File: src/rtl/twiddle9_rotator_pkg.sv
// Shared constants and arithmetic helpers for the DFT twiddle multipliers.
package twiddle9_rotator_pkg;

    localparam int WIDTH  = 18;   // sample and twiddle word width
    localparam int FRAC   = 10;   // twiddle fractional bits (1.0 = 1024)
    localparam int RADIX  = 9;    // points per group in this stage
    localparam int ADDR_W = 4;    // enough bits to address RADIX twiddles

    typedef logic [ADDR_W-1:0] tw_addr_t;

    // Round half-up at bit 'shift', then clip into a signed 'width'-bit range.
    function automatic longint round_sat(input longint value, input int shift, input int width);
        longint r;
        longint hi;
        longint lo;
        if (shift > 0) begin
            r = (value + (longint'(1) <<< (shift - 1))) >>> shift;
        end else begin
            r = value;
        end
        hi = (longint'(1) <<< (width - 1)) - 1;
        lo = -(longint'(1) <<< (width - 1));
        if (r > hi) begin
            r = hi;
        end else if (r < lo) begin
            r = lo;
        end
        return r;
    endfunction

    // Steps beyond the last twiddle index are pinned to RADIX-1.
    function automatic tw_addr_t clamp_step(input tw_addr_t step);
        return (step > tw_addr_t'(RADIX - 1)) ? tw_addr_t'(RADIX - 1) : step;
    endfunction

    // (a + b) mod RADIX for a, b < RADIX: one compare and one subtract.
    function automatic tw_addr_t add_mod_radix(input tw_addr_t a, input tw_addr_t b);
        logic [ADDR_W:0] sum;
        sum = {1'b0, a} + {1'b0, b};
        if (sum >= (ADDR_W + 1)'(RADIX)) begin
            sum = sum - (ADDR_W + 1)'(RADIX);
        end
        return sum[ADDR_W-1:0];
    endfunction

endpackage

File: src/rtl/twiddle9_rotator_cmul_q.sv
// Two-stage complex multiply by a fixed-point coefficient with round/saturate.
// Stage 1 registers the four partial products; stage 2 combines, rounds and clips.
module cmul_q
    import twiddle9_rotator_pkg::*;
#(
    parameter int DATA_W = WIDTH,
    parameter int COEF_W = WIDTH,
    parameter int SHIFT  = FRAC
) (
    input  logic                     clk,
    input  logic                     rst,
    input  logic                     in_vld,
    input  logic                     in_sof,
    input  logic signed [DATA_W-1:0] in_re,
    input  logic signed [DATA_W-1:0] in_im,
    input  logic signed [COEF_W-1:0] coef_re,
    input  logic signed [COEF_W-1:0] coef_im,
    output logic                     out_vld,
    output logic                     out_sof,
    output logic signed [DATA_W-1:0] out_re,
    output logic signed [DATA_W-1:0] out_im
);

    localparam int PROD_W = DATA_W + COEF_W;
    localparam int SUM_W  = PROD_W + 1;

    logic signed [PROD_W-1:0] ac_p1_d, bd_p1_d, ad_p1_d, bc_p1_d;
    logic signed [PROD_W-1:0] ac_p1_q, bd_p1_q, ad_p1_q, bc_p1_q;
    logic                     vld_p1_d, sof_p1_d, vld_p1_q, sof_p1_q;
    logic signed [SUM_W-1:0]  re_sum_p1, im_sum_p1;
    logic                     vld_p2_d, sof_p2_d, vld_p2_q, sof_p2_q;
    logic signed [DATA_W-1:0] re_p2_d, im_p2_d, re_p2_q, im_p2_q;

    // Stage 1: the four full-width partial products of (a+jb)(c+jd)
    always_comb begin
        ac_p1_d  = PROD_W'(in_re) * PROD_W'(coef_re);
        bd_p1_d  = PROD_W'(in_im) * PROD_W'(coef_im);
        ad_p1_d  = PROD_W'(in_re) * PROD_W'(coef_im);
        bc_p1_d  = PROD_W'(in_im) * PROD_W'(coef_re);
        vld_p1_d = in_vld;
        sof_p1_d = in_vld & in_sof;
    end

    // Stage 2: combine at one guard bit, round and saturate; hold output when idle
    always_comb begin
        re_sum_p1 = SUM_W'(ac_p1_q) - SUM_W'(bd_p1_q);
        im_sum_p1 = SUM_W'(ad_p1_q) + SUM_W'(bc_p1_q);
        vld_p2_d  = vld_p1_q;
        sof_p2_d  = sof_p1_q;
        re_p2_d   = re_p2_q;
        im_p2_d   = im_p2_q;
        if (vld_p1_q) begin
            re_p2_d = DATA_W'(round_sat(longint'(re_sum_p1), SHIFT, DATA_W));
            im_p2_d = DATA_W'(round_sat(longint'(im_sum_p1), SHIFT, DATA_W));
        end
    end

    // Valids, markers and outputs clear on reset so nothing stale escapes
    always_ff @(posedge clk or posedge rst) begin
        if (rst) begin
            vld_p1_q <= 1'b0;
            sof_p1_q <= 1'b0;
            vld_p2_q <= 1'b0;
            sof_p2_q <= 1'b0;
            re_p2_q  <= '0;
            im_p2_q  <= '0;
        end else begin
            vld_p1_q <= vld_p1_d;
            sof_p1_q <= sof_p1_d;
            vld_p2_q <= vld_p2_d;
            sof_p2_q <= sof_p2_d;
            re_p2_q  <= re_p2_d;
            im_p2_q  <= im_p2_d;
        end
    end

    // Product registers are pure data and are qualified by vld_p1_q downstream
    always_ff @(posedge clk) begin
        ac_p1_q <= ac_p1_d;
        bd_p1_q <= bd_p1_d;
        ad_p1_q <= ad_p1_d;
        bc_p1_q <= bc_p1_d;
    end

    assign out_vld = vld_p2_q;
    assign out_sof = sof_p2_q;
    assign out_re  = re_p2_q;
    assign out_im  = im_p2_q;

endmodule

File: src/rtl/twiddle9_rotator.sv
// Radix-9 twiddle rotator: walks the twiddle ROM address as (k*step) mod 9
// across each 9-sample group and rotates every sample by the returned twiddle.
module twiddle9_rotator
    import twiddle9_rotator_pkg::*;
(
    input  logic                    clk,
    input  logic                    rst,
    input  logic                    di_en,
    input  logic                    di_sof,
    input  logic [ADDR_W-1:0]       di_step,
    input  logic signed [WIDTH-1:0] di_re,
    input  logic signed [WIDTH-1:0] di_im,
    output logic [ADDR_W-1:0]       tw_addr,
    input  logic signed [WIDTH-1:0] tw_re,
    input  logic signed [WIDTH-1:0] tw_im,
    output logic                    do_en,
    output logic                    do_sof,
    output logic signed [WIDTH-1:0] do_re,
    output logic signed [WIDTH-1:0] do_im
);

    tw_addr_t k_q, k_d;
    tw_addr_t acc_q, acc_d;
    tw_addr_t step_q, step_d;
    tw_addr_t step_cur;
    tw_addr_t addr_cur;
    logic     group_start;

    // Current sample's address: a new group (explicit sof or counter at 0) starts at 0
    always_comb begin
        group_start = (di_en && di_sof) || (k_q == '0);
        addr_cur    = group_start ? '0 : acc_q;
        step_cur    = group_start ? clamp_step(di_step) : step_q;
    end

    assign tw_addr = addr_cur;

    // Advance counter and accumulator only on accepted samples; gaps hold state
    always_comb begin
        k_d    = k_q;
        acc_d  = acc_q;
        step_d = step_q;
        if (di_en) begin
            if (group_start) begin
                k_d = tw_addr_t'(1);
            end else if (k_q == tw_addr_t'(RADIX - 1)) begin
                k_d = '0;
            end else begin
                k_d = k_q + tw_addr_t'(1);
            end
            acc_d  = add_mod_radix(addr_cur, step_cur);
            step_d = step_cur;
        end
    end

    // Group state; reset makes the next accepted sample the start of a group
    always_ff @(posedge clk or posedge rst) begin
        if (rst) begin
            k_q    <= '0;
            acc_q  <= '0;
            step_q <= '0;
        end else begin
            k_q    <= k_d;
            acc_q  <= acc_d;
            step_q <= step_d;
        end
    end

    cmul_q #(
        .DATA_W (WIDTH),
        .COEF_W (WIDTH),
        .SHIFT  (FRAC)
    ) u_cmul (
        .clk     (clk),
        .rst     (rst),
        .in_vld  (di_en),
        .in_sof  (group_start),
        .in_re   (di_re),
        .in_im   (di_im),
        .coef_re (tw_re),
        .coef_im (tw_im),
        .out_vld (do_en),
        .out_sof (do_sof),
        .out_re  (do_re),
        .out_im  (do_im)
    );

endmodule

File: config.mk
export PLATFORM = sky130hd
export DESIGN_NAME = twiddle9_rotator
export DESIGN_NICKNAME = d
export VERILOG_FILES = /design/src/rtl/twiddle9_rotator_pkg.sv /design/src/rtl/twiddle9_rotator_cmul_q.sv /design/src/rtl/twiddle9_rotator.sv
export SDC_FILE = /design/constraint.sdc
export NUM_CORES = 2
export LEC_CHECK = 0
export ABC_CLOCK_PERIOD_IN_PS = 8000
export CAP_MARGIN = 20
export CORE_MARGIN = 2
export CORE_UTILIZATION = 37
export DETAILED_ROUTE_END_ITERATION = 10
export GPL_TIMING_DRIVEN = 0
export SETUP_SLACK_MARGIN = 0.2
export SKIP_CTS_REPAIR_TIMING = 1
export SLEW_MARGIN = 20
export SYNTH_ARGS = -nofsm -noshare
export SYNTH_HDL_FRONTEND = slang
export SYNTH_HIERARCHICAL = 1
export SYNTH_SLANG_ARGS = --single-unit
File: constraint.sdc
create_clock -name clk -period 8 [get_ports clk]
set_clock_uncertainty 0.05 [all_clocks]
set_input_delay 1.6 -clock clk [delete_from_list [all_inputs] [get_ports clk]]
set_output_delay 1.6 -clock clk [all_outputs]
set_load 0.005 [all_outputs]
==> Yosys cells after proc, flatten, opt, wreduce, memory -nomap -nowiden <==
Index checks and enable logic that the tools add are counted.
{ "op_classes": {"addsub": 7, "n_mul": 4, "order_cmp": 6, "eq_ne": 1, "muxes": 12, "bitwise": 1, "n_reduce_logical": 3} }
{ "op_table": {"columns": ["cell", "n"], "rows": [
  ["$mul A18 B18 Y36", 4],
  ["$gt A64 B18 Y1 const B", 2],
  ["$lt A64 B18 Y1 const B", 2],
  ["$mux W64", 2],
  ["$add A37 B11 Y38 const B", 2],
  ["$mux W18", 4],
  ["$add A36 B36 Y37", 1],
  ["$sub A36 B36 Y37", 1],
  ["$mux W4", 6],
  ["$add A4 B4 Y5", 1],
  ["$ge A5 B4 Y1 const B", 1],
  ["$add A4 B1 Y4 const B", 1],
  ["$eq A4 B4 Y1 const B", 1],
  ["$gt A4 B4 Y1 const B", 1],
  ["$logic_not A4 Y1", 1],
  ["$sub A4 B4 Y4 const B", 1],
  ["$and A1 B1 Y1", 1],
  ["$logic_and A1 B1 Y1", 1],
  ["$logic_or A1 B1 Y1", 1]
]} }
{ "word_totals": {"register_bits": 196, "out_inout_bits": 42, "wordCells": 47} }

==> Depth between registers and ports, before layout <==
{ "depth": {"depth_word": 6, "ltp_mapped": 29, "depth_no_buf": 27} }

==> Hierarchy <==
Netlist, hierarchy kept.
{ "by_module_without_submodules": {"columns": ["module", "n_inst", "cells_each", "area_per_inst_um2", "seq_area_each_um2"], "rows": [
  ["cmul_q", 1, 6224, 56765.7, 3883.7],
  ["twiddle9_rotator", 1, 92, 890.9, 300.3]
]} }

==> Worst setup path after synthesis <==
No wires, ideal clock.
{ "synth_timing": {"kind": "input port to flip-flop", "start": "in tw_re[11]", "end": "reg u_cmul.bc_p1_q[34]", "setup_ps": 72, "arrival_ps": 8231, "t_required_ps": 7878, "slack_ps": -354, "stages": 27, "cell_sequence": "clkbuf_1 -> clkbuf_1 -> nand2_1 -> fa_1 -> inv_1 -> fa_1 -> inv_1 -> fa_1 -> inv_1 -> fa_1 -> fa_1 -> inv_1 -> fa_1 -> inv_1 -> ha_1 -> and2_1 -> nand2_1 -> o21ai_0 -> a31o_2 -> o31ai_1 -> o21ai_0 -> a41o_1 -> o41ai_1 -> o221ai_1 -> a311o_1 -> a21oi_1 -> xnor2_1"} }
{ "synth_via": {"elab_chain_cells": 1} }
{ "synth_lines": {"columns": ["item", "line", "source"], "rows": [
  ["start, declared", "twiddle9_rotator.sv:14", "input logic signed [WIDTH-1:0] tw_re,"],
  ["$mul A18 B18 Y36", "twiddle9_rotator_cmul_q.sv:39", "bc_p1_d = PROD_W'(in_im) * PROD_W'(coef_re);"],
  ["net u_cmul.bc_p1_d[34]", "twiddle9_rotator_cmul_q.sv:27", "logic signed [PROD_W-1:0] ac_p1_d, bd_p1_d, ad_p1_d, bc_p1_d;"],
  ["end signal, assigned", "twiddle9_rotator_cmul_q.sv:82", "bc_p1_q <= bc_p1_d;"],
  ["end, declared", "twiddle9_rotator_cmul_q.sv:28", "logic signed [PROD_W-1:0] ac_p1_q, bd_p1_q, ad_p1_q, bc_p1_q;"]
]} }
The timed path passes the listed nets, and every way through them passes these cells.
A chain may end at the register's enable or synchronous reset.

==> Worst setup path in the final report <==
{ "layout_timing": {"start": "in tw_im[4]", "end": "reg u_cmul.ad_p1_q[30]"} }
{ "layout_via": {"elab_chain_cells": 1} }
{ "layout_lines": {"columns": ["item", "line", "source"], "rows": [
  ["start, declared", "twiddle9_rotator.sv:15", "input logic signed [WIDTH-1:0] tw_im,"],
  ["$mul A18 B18 Y36", "twiddle9_rotator_cmul_q.sv:38", "ad_p1_d = PROD_W'(in_re) * PROD_W'(coef_im);"],
  ["net u_cmul.ad_p1_d[30]", "twiddle9_rotator_cmul_q.sv:27", null],
  ["end signal, assigned", "twiddle9_rotator_cmul_q.sv:81", "ad_p1_q <= ad_p1_d;"],
  ["end, declared", "twiddle9_rotator_cmul_q.sv:28", null]
]} }
The timed path passes the listed nets, and every way through them passes these cells.

==> impl_metrics.tcl <==
set metrics [dict create \
    status "finished, final reports clean" \
    crit_fanout 10 \
    ys_async_sr_fraction_pct 26.53 \
    pre_cts_ws_ns -2.760 \
    die_area_um2 159000 \
    synth_area_leaders "fa_1 46%, ha_1 11%, inv_1 11%" \
    fin_crit_sh_pct 99.21 \
    dieHeight_um 398.8 \
    fin_ws_ns 0.06307 \
    cpLargestDelayFamily "adder cells" \
    grt_pass1_wl_mm 299.1 \
    synth_flop_cell "dfxtp_1" \
    clockBufferDepth 2 \
    area_growth_pct 13.65 \
    cts_sinks 196 \
    grtUsageTotal_pct 26.19 \
    drt_iter0_markers 3829 \
    start_util_pct 37.34 \
    crit_type "in2reg" \
    viasPerCell 5.084 \
    clock.fmax_mhz 126.0 \
    cp-start-kind "input pin" \
    drv_slew 0 \
    syn-num-nets 8233 \
    tightest_slew_ns 1.381 \
    ant_nets 0 \
    slowest_delay_ns 1.07 \
    rsz0062_at_grt "yes" \
    crit_arrival_ns 8.19 \
    maxSlewHeadroom_pct 7.287 \
    critPathCaptureType "register" \
    synth.avg_cell_area_um2 9.129 \
    cts_buffers 17 \
    clkTransAtPathRegs_ns 0.08 \
    wl_per_cell_um 23.52 \
    antenna_found_initial 57 \
    fillerInstances 15190 \
    yosys-top-cells-count "1618 x inv_1, 1317 x fa_1, 661 x and2_1, 652 x nand2_1, 520 x ha_1" \
    yosysTopAreaCell "fa_1" \
    gr-total-overflow 0 \
    syn-cell-area_um2 57660 \
    cp_slowest_cell "xnor2_1" \
    gp_congestion 0.9659 \
    cts_tree "built" \
    dp_hpwl_mm 166.6 \
    finalSetupViolations 0 \
    htreeDepth 4 \
    synth_enable_flop_cells 0 \
    num_rows 144 \
    cp_common_cell "fa_1" \
    synth_cells 6316 \
    synth.distinct_cells 81 \
    drive_gt1_share_pct 9.127 \
    required_ns 8.25 \
    core_um2 154400 \
    ys_warn_count 6 \
    grt_start_max_net_pins 23 \
    dr.pass1.iters 6 \
    die_width_um 398.8 \
    pin_count 122 \
    drt-total-wl_mm 203.1 \
    netlist.area_leader.share_pct 45.73 \
    yosysSeqAreaShare_pct 7.257 \
    cp_cell_sequence "buf_6, buf_12, nand2_1, fa_1, fa_1, fa_1, fa_1, inv_1, fa_1, inv_1, fa_1, inv_1, ha_2, and4_4, a21oi_1, o21ai_1, a31oi_2, buf_6, nor2b_4, a41oi_4, a21oi_4, a211o_1, a21oi_1, xnor2_1" \
    fin_util_pct 42.44 \
    drc_errors 0 \
    fin_crit_ns 7.937 \
    cts_root_buf "clkbuf_16" \
    ys_seq_elements 196 \
    final-hold-violation-count 0 \
    cap_violations 0 \
    clk-insertion-delay-late_ns 0.53 \
    grt_pass1_vias 45400 \
    num_vias 43890 \
    nNetsFinal 8434 \
    port_buffers 74 \
    synth.most_common_cell "inv_1" \
    crit_buf_inv 6 \
    worstHoldPathType "reg2reg" \
]
sequential cells by signal, indices dropped and copies added (netlist names):
register / count
u_cmul/ac_p1_q: 36
u_cmul/ad_p1_q: 36
u_cmul/bc_p1_q: 36
u_cmul/bd_p1_q: 36
u_cmul/out_im: 18
u_cmul/out_re: 18
acc_q: 4
k_q: 4
step_q: 4
u_cmul/out_sof: 1
u_cmul/out_vld: 1
u_cmul/sof_p1_q: 1
u_cmul/vld_p1_q: 1
through the flow:
stage	cell area (um^2)	hold slack (ns)	TNS [ns]	cells
2_1_floorplan	57870	0.2812	0	6316
3_3_place_gp	61170	0.2906	-132.86	8434
3_5_place_dp	61260	0.2858	-113.73	8435
4_1_cts	61910	0.3072	-67.10	8467
5_1_grt	65470	0.3109	-0.007921	8611
6_report	65530	0.3019	0	8634
final cells by class:
class                   count  area (um^2)  area share (%)
well taps                2044         2557           3.903
clock inverters            14        215.2          0.3284
clock buffers              18        439.2          0.6702
multi-input cells        4222        47070           71.83
inverters                1620         6105           9.316
plain buffers             278         3104           4.737
repair buffers            182         1703           2.599
diodes                     60        150.1          0.2291
flip-flops and latches    196         4184           6.385
layer usage:
layer	GRT usage, %	share of wire, %
met2	39.37	43
met1	34.99	40
met4	14.67	6.9
met3	5.657	9.8
met5	0	0.15
layout by cell type, fill, tap and decap left out, types with 60 or more instances in the layout:
cell type / Yosys / final
buf_4: 0 / 138
buf_6: 1 / 76
nand2_1: 652 / 652
inv_1: 1618 / 1607
ha_1: 520 / 497
xnor2_1: 158 / 148
o21ai_0: 84 / 65
a21oi_1: 162 / 143
fa_1: 1317 / 1310
nor2_1: 176 / 175
dfxtp_1: 144 / 144
and2_1: 661 / 653
diode_2: 0 / 60
worst paths after layout:
kind	slack (ns)	depth (start not counted)	start	endpoint
worst max-delay path	0.06	24	tw_im[4]	u_cmul/ad_p1_q[30]
worst min-delay path	0.30	0	u_cmul/sof_p1_q	u_cmul/out_sof
worst max register to register	2.66	16	u_cmul/ad_p1_q[19]	u_cmul/out_im[16]
worst min register to register	0.30	0	u_cmul/sof_p1_q	u_cmul/out_sof
max in group asynchronous	5.93	3	rst	u_cmul/out_im[6]
min in group asynchronous	1.38	2	rst	k_q[3]
cell families after synthesis:
logic type | Yosys count | share of synthesized area [%]
AOI/OAI and AO/OA | 482 | 5.397
xor gates and xnor gates | 195 | 2.975
adders and majority gates | 1837 | 57.01
buffers and inverters | 1898 | 12.38
DFF | 196 | 7.257
muxes | 13 | 0.2561
and+or+nand+nor | 1695 | 14.73
Power is left out: the tool's default activity adds up to more than one toggle a clock period on the data nets, which glitch-free logic cannot reach.
